## src/rtl/piano_disp_pkg.sv

```systemverilog
// Shared definitions for the piano display path: arbiter state encoding,
// display word width, one-second hold length and a blank code for status sources.
package piano_disp_pkg;

   typedef enum logic {
      ST_IDLE = 1'b0,
      ST_SHOW = 1'b1
   } disp_state_e;

   localparam int DISP_W  = 16;
   localparam int HOLD_1S = 25_000_000;

   localparam logic [DISP_W-1:0] DISP_BLANK = 16'hFFFF;

endpackage

```

## src/rtl/seg7_disp_arbiter_rr_arbiter.sv

```systemverilog
// Round-robin search: the first set request strictly after 'last', wrapping modulo N_REQ.
// Tying 'last' to N_REQ-1 turns it into a lowest-index-wins priority encoder.
module rr_arbiter #(
   parameter int N_REQ = 3
) (
   input  logic [N_REQ-1:0] req,
   input  logic [1:0]       last,
   output logic [N_REQ-1:0] gnt,
   output logic [1:0]       gnt_id,
   output logic             any
);

   always_comb begin
      gnt    = '0;
      gnt_id = '0;
      any    = 1'b0;
      // Walk offsets from farthest to nearest so the nearest set bit is the one kept.
      for (int k = N_REQ; k >= 1; k--) begin
         if (req[(int'(last) + k) % N_REQ]) begin
            gnt_id = 2'((int'(last) + k) % N_REQ);
            any    = 1'b1;
         end
      end
      if (any) gnt[gnt_id] = 1'b1;
   end

endmodule

```

## src/rtl/seg7_disp_arbiter.sv

```systemverilog
// Shares one 4-digit seg7 display among N_REQ requesters with a timed hold.
// Define SEG7_ARB_FIXED_PRIO_EN for fixed, preemptive priority instead of round-robin.
module seg7_disp_arbiter
   import piano_disp_pkg::*;
#(
   parameter int N_REQ       = 3,
   parameter int HOLD_CYCLES = HOLD_1S,
   parameter int CNT_W       = 25
) (
   input  logic                    clk,
   input  logic                    rst,
   input  logic [N_REQ-1:0]        req,
   input  logic [DISP_W*N_REQ-1:0] req_data,
   input  logic [DISP_W-1:0]       idle_num,
   output logic [N_REQ-1:0]        ack,
   output logic [DISP_W-1:0]       display_num,
   output logic                    busy,
   output logic [1:0]              grant_id
);

   disp_state_e       state_q, state_d;
   logic [CNT_W-1:0]  cnt_q, cnt_d;
   logic [DISP_W-1:0] disp_q, disp_d;
   logic [N_REQ-1:0]  ack_q, ack_d;
   logic [1:0]        gid_q, gid_d;

   logic [N_REQ-1:0]  req_m;
   logic [N_REQ-1:0]  win_gnt;
   logic [1:0]        win_id;
   logic              win_any;
   logic [1:0]        arb_last;
   logic              grant_en;
   logic [1:0]        grant_sel;
   logic [N_REQ-1:0]  grant_vec;

   // A requester still sees its ack this cycle and cannot have dropped req yet.
   assign req_m = req & ~ack_q;

`ifdef SEG7_ARB_FIXED_PRIO_EN
   assign arb_last = 2'(N_REQ - 1);
`else
   logic [1:0] last_q, last_d;
   assign arb_last = last_q;
`endif

   rr_arbiter #(.N_REQ(N_REQ)) u_arb (
      .req    (req_m),
      .last   (arb_last),
      .gnt    (win_gnt),
      .gnt_id (win_id),
      .any    (win_any)
   );

   always_comb begin
      state_d   = state_q;
      cnt_d     = cnt_q;
      disp_d    = disp_q;
      ack_d     = '0;
      gid_d     = gid_q;
      grant_en  = 1'b0;
      grant_sel = win_id;
      grant_vec = win_gnt;
`ifndef SEG7_ARB_FIXED_PRIO_EN
      last_d    = last_q;
`endif
      case (state_q)
         ST_IDLE: begin
            if (win_any) grant_en = 1'b1;
            else         disp_d   = idle_num;
         end
         default: begin
`ifdef SEG7_ARB_FIXED_PRIO_EN
            // Same-index win is a refresh, lower index preempts.
            if (win_any && (win_id <= gid_q)) begin
               grant_en = 1'b1;
            end else
`else
            if (req_m[gid_q]) begin
               grant_en  = 1'b1;
               grant_sel = gid_q;
               grant_vec = N_REQ'(1) << gid_q;
            end else
`endif
            if (cnt_q == '0) begin
               if (win_any) begin
                  grant_en = 1'b1;
               end else begin
                  state_d = ST_IDLE;
                  disp_d  = idle_num;
               end
            end else begin
               cnt_d = cnt_q - 1'b1;
            end
         end
      endcase

      if (grant_en) begin
         state_d = ST_SHOW;
         cnt_d   = CNT_W'(HOLD_CYCLES - 1);
         disp_d  = req_data[DISP_W*grant_sel +: DISP_W];
         ack_d   = grant_vec;
         gid_d   = grant_sel;
`ifndef SEG7_ARB_FIXED_PRIO_EN
         last_d  = grant_sel;
`endif
      end
   end

   always_ff @(posedge clk) begin
      if (rst) begin
         state_q <= ST_IDLE;
         cnt_q   <= '0;
         disp_q  <= '0;
         ack_q   <= '0;
         gid_q   <= '0;
`ifndef SEG7_ARB_FIXED_PRIO_EN
         last_q  <= 2'(N_REQ - 1);
`endif
      end else begin
         state_q <= state_d;
         cnt_q   <= cnt_d;
         disp_q  <= disp_d;
         ack_q   <= ack_d;
         gid_q   <= gid_d;
`ifndef SEG7_ARB_FIXED_PRIO_EN
         last_q  <= last_d;
`endif
      end
   end

   assign ack         = ack_q;
   assign display_num = disp_q;
   assign busy        = (state_q == ST_SHOW);
   assign grant_id    = gid_q;

endmodule

```

## config.mk

```make
export PLATFORM = sky130hd
export DESIGN_NAME = seg7_disp_arbiter
export DESIGN_NICKNAME = d
export VERILOG_FILES = /design/src/rtl/piano_disp_pkg.sv /design/src/rtl/seg7_disp_arbiter_rr_arbiter.sv /design/src/rtl/seg7_disp_arbiter.sv
export SDC_FILE = /design/constraint.sdc
export NUM_CORES = 1
export LEC_CHECK = 0
export CELL_PAD_IN_SITES_DETAIL_PLACEMENT = 0
export CELL_PAD_IN_SITES_GLOBAL_PLACEMENT = 1
export CORE_UTILIZATION = 25
export CTS_BUF_LIST = sky130_fd_sc_hd__clkbuf_8
export DETAILED_ROUTE_END_ITERATION = 6
export PLACE_DENSITY_LB_ADDON = 0.1
export SLEW_MARGIN = 5
export SYNTH_ARGS = -nofsm -noshare
export SYNTH_HDL_FRONTEND = slang
export SYNTH_SLANG_ARGS = --single-unit
```

## constraint.sdc

```tcl
create_clock -name clk -period 3.3 [get_ports clk]
set_input_delay 0.66 -clock clk [delete_from_list [all_inputs] [get_ports clk]]
set_output_delay 0.66 -clock clk [all_outputs]
set_load 0.01 [all_outputs]
```

==> results summary, run 1 <==
The average cell area after synthesis came out at 8.846 µm². Synthesis inferred 48 register bits. From synthesis to final layout, the design area changed by 38.64%. The number of antenna violations at the first check in global routing is 0. From bottom edge to top edge, the die measures between 100 and 150 µm.

Pin placement for this block handled just over 90 I/O pins. The largest area contributor in the synthesized netlist is sky130_fd_sc_hd__dfxtp_1. On the critical path, the stage with the largest delay is an instance of sky130_fd_sc_hd__a211oi_2. In the layout the commonest cells are 90 x sky130_fd_sc_hd__clkdlybuf4s50_1, 48 x sky130_fd_sc_hd__dfxtp_1, 39 x sky130_fd_sc_hd__nor2_1. The number of buffers and inverters on the critical path came out at 1.

In the final layout, the share of cells above drive strength 1 is between 10% and 20%. The count of unresolved DRC violations after routing is 0. The startpoint identified for the worst hold timing path is display_num[3]. The number of buffers added by the clock tree synthesis step came out at 5. The pre-antenna-repair detailed-routing pass consisted of 4 iterations. The worst setup path is captured at a flop.

After synthesis, the cell types taking the most area are sky130_fd_sc_hd__dfxtp_1 33%, sky130_fd_sc_hd__nor2_1 5.0%, sky130_fd_sc_hd__mux2i_1 4.5%. The via count of the first global-routing pass is between 2k and 3k. The final net count is 487. The fraction of registers with async set or reset after synthesis is 0%. STA puts the critical path data arrival time at approximately 3.2 ns. The transition time of the tightest slew-check pin is around 1.1 ns. The number of H-tree levels came out at 2. The remaining max-slew budget at the tightest pin is around a quarter.

The static leakage is between 1 and 1.5 nW. Synthesis instantiated 60 different standard cells from the library. The post-detailed-route count of antenna-violating nets came out at 0. The hold-fix buffer count after cts is 0.

The number of diodes added for antenna fixing is 0. The finished layout holds around 550 standard cells, fillers aside. OpenSTA, run right after detailed placement, puts the worst setup slack at between 0.08 and 0.09 ns.

The final number of setup-violating endpoints is 0. The peak supply drop came out at between 0.3 and 0.4 mV. Once the floorplan was initialized, standard cells occupied about a quarter of the core.

The gate count of the mapped netlist came out at 328. The worst path required time is between 3 and 4 ns. The overall die area came out at roughly 0.012 mm². The sink count of the clock tree is between 40 and 50. The design draws slightly above 0.003 W. The detailed-route wire length is 9.986 mm. The critical setup path kind is reg -> reg. Setup repair after global routing left no endpoint under its margin. The max-slew violation total from the final report came out at 0. The highest cell delay on the worst timing path is about 0.94 ns. Post-CTS repair changed the size of 0 cells. Leaving out fill and tap cells, the most frequent cell in the layout is sky130_fd_sc_hd__clkdlybuf4s50_1. The later pin in the worst-skew pair is clocked with a latency of 0.32 ns. The worst path setup slack after routing came out at roughly 0.31 ns. The maximum number of pins on one net before global-route repair came out at 32.

The final hold slack came out at between 0.4 and 0.5 ns. For this run, the top clock speed supported by timing is roughly 330 MHz. The clock tree root driver cell is sky130_fd_sc_hd__clkbuf_8. For this run, the leading register cell type out of synthesis is sky130_fd_sc_hd__dfxtp_1. The power density over the cells is approximately 770 mW/mm². In this run the critical register-to-register path is launched from grant_id[0]. The reported max-cap violation count came out at 0.

The setup clock skew after layout is between 0.008 and 0.009 ns. The sequential element share of the synthesized area is approximately a third. The sum of net half-perimeters after detailed placement came out at ~7.3 mm.

In this run, synthesis inferred 0 flip-flops with an integrated enable. The detailed router's first-iteration violation count came out at just over 90. The area share of the largest cell type after synthesis is 33.12%.

The number of nets produced by synthesis is roughly 400. The kind of start point of the critical path is a flop. The via-per-instance ratio is 5.164. The post-route minimum period is ~3.0 ns. The kind of cell with the highest combined delay on the critical path is compound AO/OA/AOI/OAI gates.

The number of buffers added on ports came out at 90. The standard-cell row count came out at 38. The synthesized netlist occupies a cell area of about 0.0029 mm². The global routing usage summed across all routing layers is between 10% and 20%. The clock transition time at the flip-flop clock pins of the worst setup and hold paths came out at 0.10 ns.

The final worst-path cycle share is 90.54%. Walking the worst path, the cells encountered are inv_1 > ha_1 > nand2_1 > o31ai_2 > nor2b_1 > a211oi_2 > a22oi_1 > o31ai_2. The weighted congestion at the end of routability-driven global placement came out at 0.8062.

The total instance count after detailed placement is between 500 and 600. The deepest clock path buffer count is 2. The final route contains 2861 vias. The number of setup buffers added after CTS is 0. The layout has between 1k and 1.5k filler cells. In the final routed layout, each cell accounts on average for 18.03 µm. The remaining global-route overflow came out at 0. The synthesis warning total came out at 0. The path type of the worst min-delay path is reg -> reg. The final setup TNS came out at 0 ns.

The global-route wire length before repair is about 16 mm. The cell occurring most often along the worst timing path is sky130_fd_sc_hd__o31ai_2. The number of failing hold endpoints at the final stage came out at 0. The flow ran to the end, and the final reports show no timing, DRC or antenna violations. The core area came out at about 0.011 mm². The die width came out at ~110 µm. TritonCTS built the clock tree. Along the worst path, the maximum fanout reaches 13. The launch point of the critical path is grant_id[0].
## worst min-delay path, cell delays in order (launching register included)
cell and delay, ns:
sky130_fd_sc_hd__dfxtp_1 0.34, sky130_fd_sc_hd__a22oi_1 0.07, sky130_fd_sc_hd__o31ai_1 0.06
## routing by layer
layer,track usage (%),vias up,wire length (µm)
li1,-,1433,-
met1,22.30,1367,4716
met2,30.14,51,4875
met3,2.490,10,260
met4,4.571,0,134
met5,0,-,0
## metrics by stage
stage | instance area, µm² | util (%)
finish | 4023 | 36.31
global route | 4023 | 36.31
global placement | 3941 | 35.58
floorplan | 2902 | -
CTS | 4023 | 36.31
detailed placement | 3941 | 35.58
## area by class of cell
| cell class | instances | area (µm²) | share of cell area, % |
|---|---|---|---|
| clock buffer | 5 | 68.82 | 1.711 |
| clock inverter | 2 | 12.51 | 0.3110 |
| inverter | 4 | 15.01 | 0.3733 |
| multi-input combinational | 254 | 1807 | 44.91 |
| sequential | 48 | 960.9 | 23.89 |
| tap | 140 | 175.2 | 4.355 |
| timing repair buffer | 101 | 983.4 | 24.45 |
## where the power goes
group	internal [W]	total, W	switching, W	leakage [nW]
registers	0.000762	0.000955	0.000193	0.397
logic	0.000804	0.00178	0.000972	1.03
clock network	0.000145	0.000372	0.000228	0.0400
total	0.00171	0.00310	0.00139	1.47
## flip-flops by register name, indices dropped and copies added (netlist names)
| signal | cells |
|---|---|
| arb_last | 1 |
| display_num | 16 |
| ack | 3 |
| grant_id | 2 |
| cnt_q | 25 |
| busy | 1 |
## synth_stat cells (7+ instances only)
cell,instances
sky130_fd_sc_hd__dfxtp_1,48
sky130_fd_sc_hd__nor2_1,39
sky130_fd_sc_hd__nor3_1,18
sky130_fd_sc_hd__a22oi_1,17
sky130_fd_sc_hd__mux2i_1,13
sky130_fd_sc_hd__or3_1,13
sky130_fd_sc_hd__a211oi_1,10
sky130_fd_sc_hd__a311oi_1,10
sky130_fd_sc_hd__nand2_1,10
sky130_fd_sc_hd__clkbuf_1,9
sky130_fd_sc_hd__o31ai_2,9
sky130_fd_sc_hd__o31ai_1,8
sky130_fd_sc_hd__buf_2,7
sky130_fd_sc_hd__nand3_1,7
sky130_fd_sc_hd__nor4_1,7
## cells by family after synthesis
family | synth area share, %
simple gates | 25.18
compound gates | 27.77
flops | 33.12
buf+inv | 4.613
mux | 4.873
xor+xnor | 2.717
fa+ha+maj | 1.725
## path summary, 6_finish.rpt
check,to,slack (ns),cells after the start
worst max register to register,display_num[12],0.31,8
worst min register to register,display_num[3],0.49,2
worst min-delay path,display_num[3],0.49,2
worst max-delay path,display_num[12],0.31,8
Note: power is estimated with default switching activity, not from simulation.
==> inputs of run 2 (changes only) <==
--- a/config.mk
+++ b/config.mk
@@ -9,6 +9,7 @@
 export CELL_PAD_IN_SITES_GLOBAL_PLACEMENT = 1
 export CORE_UTILIZATION = 25
 export CTS_BUF_LIST = sky130_fd_sc_hd__clkbuf_8
+export CTS_CLUSTER_SIZE = 12
 export DETAILED_ROUTE_END_ITERATION = 6
 export PLACE_DENSITY_LB_ADDON = 0.1
 export SLEW_MARGIN = 5
==> results of run 2 <==
No change in the layout: final DEF, timing and power equal those of run 1.
==> inputs of run 3 (changes only) <==
--- a/config.mk
+++ b/config.mk
@@ -12,6 +12,7 @@
 export CTS_CLUSTER_SIZE = 12
 export DETAILED_ROUTE_END_ITERATION = 6
 export PLACE_DENSITY_LB_ADDON = 0.1
+export RECOVER_POWER = 100
 export SLEW_MARGIN = 5
 export SYNTH_ARGS = -nofsm -noshare
 export SYNTH_HDL_FRONTEND = slang
==> constraint.sdc (replaced) <==
create_clock -name clk -period 2.4 [get_ports clk]
set_input_delay 0.48 -clock clk [delete_from_list [all_inputs] [get_ports clk]]
set_output_delay 0.48 -clock clk [all_outputs]
set_load 0.01 [all_outputs]
==> results summary, run 3 (synthesis results as in run 1) <==
The fill cell total of the finished layout is 1129 (-4.2%). The source of the worst register-to-register timing path is grant_id[0]. The kind of start point of the critical path is an input pin. The core area came out at 0.01108 mm² (unchanged). Ranked by flip-flop count, first place goes to cnt_q.

Walking the worst path, the cells encountered are clkdlybuf4s50_1 > or4b_4 > nand2_4 > a221oi_2 > buf_12 > buf_6 > or3_1 > mux2i_1 > o31ai_1. The run finished with clean final reports. The hold-fix buffer count after cts came out at 0 (unchanged). The clock tree root driver cell is sky130_fd_sc_hd__clkbuf_8. The first-pass iteration count of the detailed router came out at 4 (unchanged). TritonCTS built the clock tree. The worst setup path is captured at a flop. The die outline height came to 109.7 µm (unchanged). The total instance count after detailed placement was 606 (+11%). The global routing usage summed across all routing layers was 18.33% (+0.99 points). The largest individual stage delay along the critical path comes from the cell sky130_fd_sc_hd__or4b_4. The detailed-route wire length was 10.44 mm (+4.6%). The die width is 109.7 µm (unchanged). The deepest clock path buffer count is 2 (unchanged). The count of unresolved DRC violations after routing was 0 (unchanged). The maximum operating frequency is approximately 430 MHz. The largest fanout of any net on the critical path is 12 (-1). The power density over the cells was 1095 mW/mm² (+42%). The sum of net half-perimeters after detailed placement came to 7.940 mm (+8.9%). The weighted congestion at the end of routability-driven global placement is 0.7682 (-4.7%). The worst path required time came out at 2.61 ns (-0.93 ns).

The reported max-cap violation count was 0 (unchanged). The setup clock skew after layout is 0.006828 ns (-0.001471 ns). The number of antenna violations at the first check in global routing came out at 0 (unchanged).

The tightest min-delay check is of the reg -> reg type. Grouping stages by cell kind, the critical path spends the most delay in simple AND/OR/NAND/NOR gates. The total cell area at the placement stage is 0.004459 mm² (+13%). The transition time of the tightest slew-check pin came out at 0.4023 ns (-0.7114 ns). The top cell types in the final layout, fill and taps aside, are 69 x sky130_fd_sc_hd__clkdlybuf4s50_1, 56 x sky130_fd_sc_hd__buf_4, 48 x sky130_fd_sc_hd__dfxtp_1. The startpoint identified for the worst hold timing path is display_num[7]. The area growth from synthesis to layout is 60.07%. The max-slew violation total from the final report came out at 0 (unchanged). The final core utilization came out at 41.92% (+5.6 points). The static leakage came out at 1.858 nW (+26%).

The via count of the first global-routing pass is 3121 (+11%). The power consumption is 0.005085 W (+64%). The via-per-instance ratio was 5.008 (-3.0%). The number of H-tree levels came to 2 (unchanged). The number of standard cells in the final layout excluding fillers is 617 (+11%). The final worst-path cycle share came out at approximately 97%. The detailed router's first-iteration violation count is 104 (+14%). The peak supply drop was 0.5557 mV (+58%). The fraction of layout cells with a size suffix above 1 is 23.48% (+13 points). The standard-cell row count was 38 (unchanged).

The final net count came out at 549 (+13%). The clock transition time at the flip-flop clock pins of the worst setup and hold paths was 0.10 ns (about the same). The routed via count came out at 3090 (+8.0%). The number of failing hold endpoints at the final stage came out at 0 (unchanged). The number of buffers and inverters on the critical path is 3 (+2).

The remaining global-route overflow came out at 0 (unchanged). The worst-skew pair later-pin latency was 0.32 ns (about the same). The maximum number of pins on one net before global-route repair is 32 (unchanged). The count of pins on the block boundary came to 91 (unchanged). The post-detailed-route count of antenna-violating nets came out at 0 (unchanged). The number of buffers added on ports came to 90 (unchanged). The number of flip-flops in the largest register is 25 (unchanged). The starting density of the core is 26.19% (unchanged).

The critical path starts at req[0]. The worst path arrival time is 2.53 ns (-0.69 ns). Setup repair after global routing left no endpoint under its margin.

The global-route wire length before repair is 16.44 mm (+5.8%). The final number of setup-violating endpoints came to 0 (unchanged). The number of buffers added by the clock tree synthesis step came out at 5 (unchanged).

The number of diodes added for antenna fixing came to 0 (unchanged). The average detailed-routed wire length per instance was 16.93 µm (-6.1%). The remaining max-slew budget at the tightest pin came to 72.80% (+47 points). The area of all placed cells without fillers is 0.004644 mm² (+15%). The worst setup path is of the in -> reg kind. The library cell used most frequently in the layout, excluding fill and tap cells, is sky130_fd_sc_hd__clkdlybuf4s50_1. The overall die area is 0.01204 mm² (unchanged). The post-route minimum period is 2.323 ns. The final hold slack is 0.4854 ns (-0.008031 ns). The sink count of the clock tree was 48 (unchanged). The highest cell delay on the worst timing path is 0.51 ns (-0.43 ns).
run 3: final timing paths:
path,to,slack [ns],cells past startpoint
max,display_num[2],0.08,9
min,display_num[7],0.49,2
max reg2reg,display_num[1],0.15,11
min reg2reg,display_num[7],0.49,2
run 3: power by group:
part | switching (W) | total (W) | internal, W
clock | 0.000323 | 0.000560 | 0.000237
sequential | 0.000189 | 0.00124 | 0.00105
combinational | 0.00159 | 0.00329 | 0.00170
total | 0.00210 | 0.00508 | 0.00298
run 3: repair_timing:
item,4_1_cts,5_1_grt
resized for setup,3,13
setup buffers,1,2
endpoints found under the hold margin,0,0
setup endpoints to repair,16,21
pin swaps,1,5
run 3: final cells by class:
type | count | area [µm²] | share of cell area (%)
clock buffers | 6 | 82.58 | 1.778
clock inverters | 2 | 13.76 | 0.2963
inverters | 4 | 15.01 | 0.3233
multi-input cells | 254 | 1871 | 40.27
flip-flops and latches | 48 | 960.9 | 20.69
well taps | 140 | 175.2 | 3.772
repair buffers | 163 | 1526 | 32.87
run 3: routing by layer:
metal / up-vias / GRT usage (%) / wire length (µm)
li1: 1560 / - / -
met1: 1468 / 22.79 / 4736
met2: 50 / 32.30 / 5221
met3: 12 / 2.786 / 303
met4: 0 / 5.810 / 183
met5: - / 0 / 0
run 3: worst reg2reg max path, stage by stage (launching register included):
cell and delay, ns:
sky130_fd_sc_hd__dfxtp_1 0.32, sky130_fd_sc_hd__buf_4 0.16, sky130_fd_sc_hd__ha_1 0.24, sky130_fd_sc_hd__buf_4 0.17, sky130_fd_sc_hd__nor2b_1 0.13, sky130_fd_sc_hd__a22oi_2 0.07, sky130_fd_sc_hd__a221oi_2 0.30, sky130_fd_sc_hd__buf_12 0.16
sky130_fd_sc_hd__buf_6 0.15, sky130_fd_sc_hd__a311oi_1 0.06, sky130_fd_sc_hd__a21boi_2 0.16, sky130_fd_sc_hd__o32ai_1 0.24
run 3: through the flow:
step           setup TNS [ns]  worst slack (ns)
3_5_place_dp           -12.37           -0.5844
4_1_cts                     0           0.03884
2_1_floorplan               0           0.04014
6_report                    0           0.07702
3_3_place_gp           -10.97           -0.4979
5_1_grt                     0           0.01328
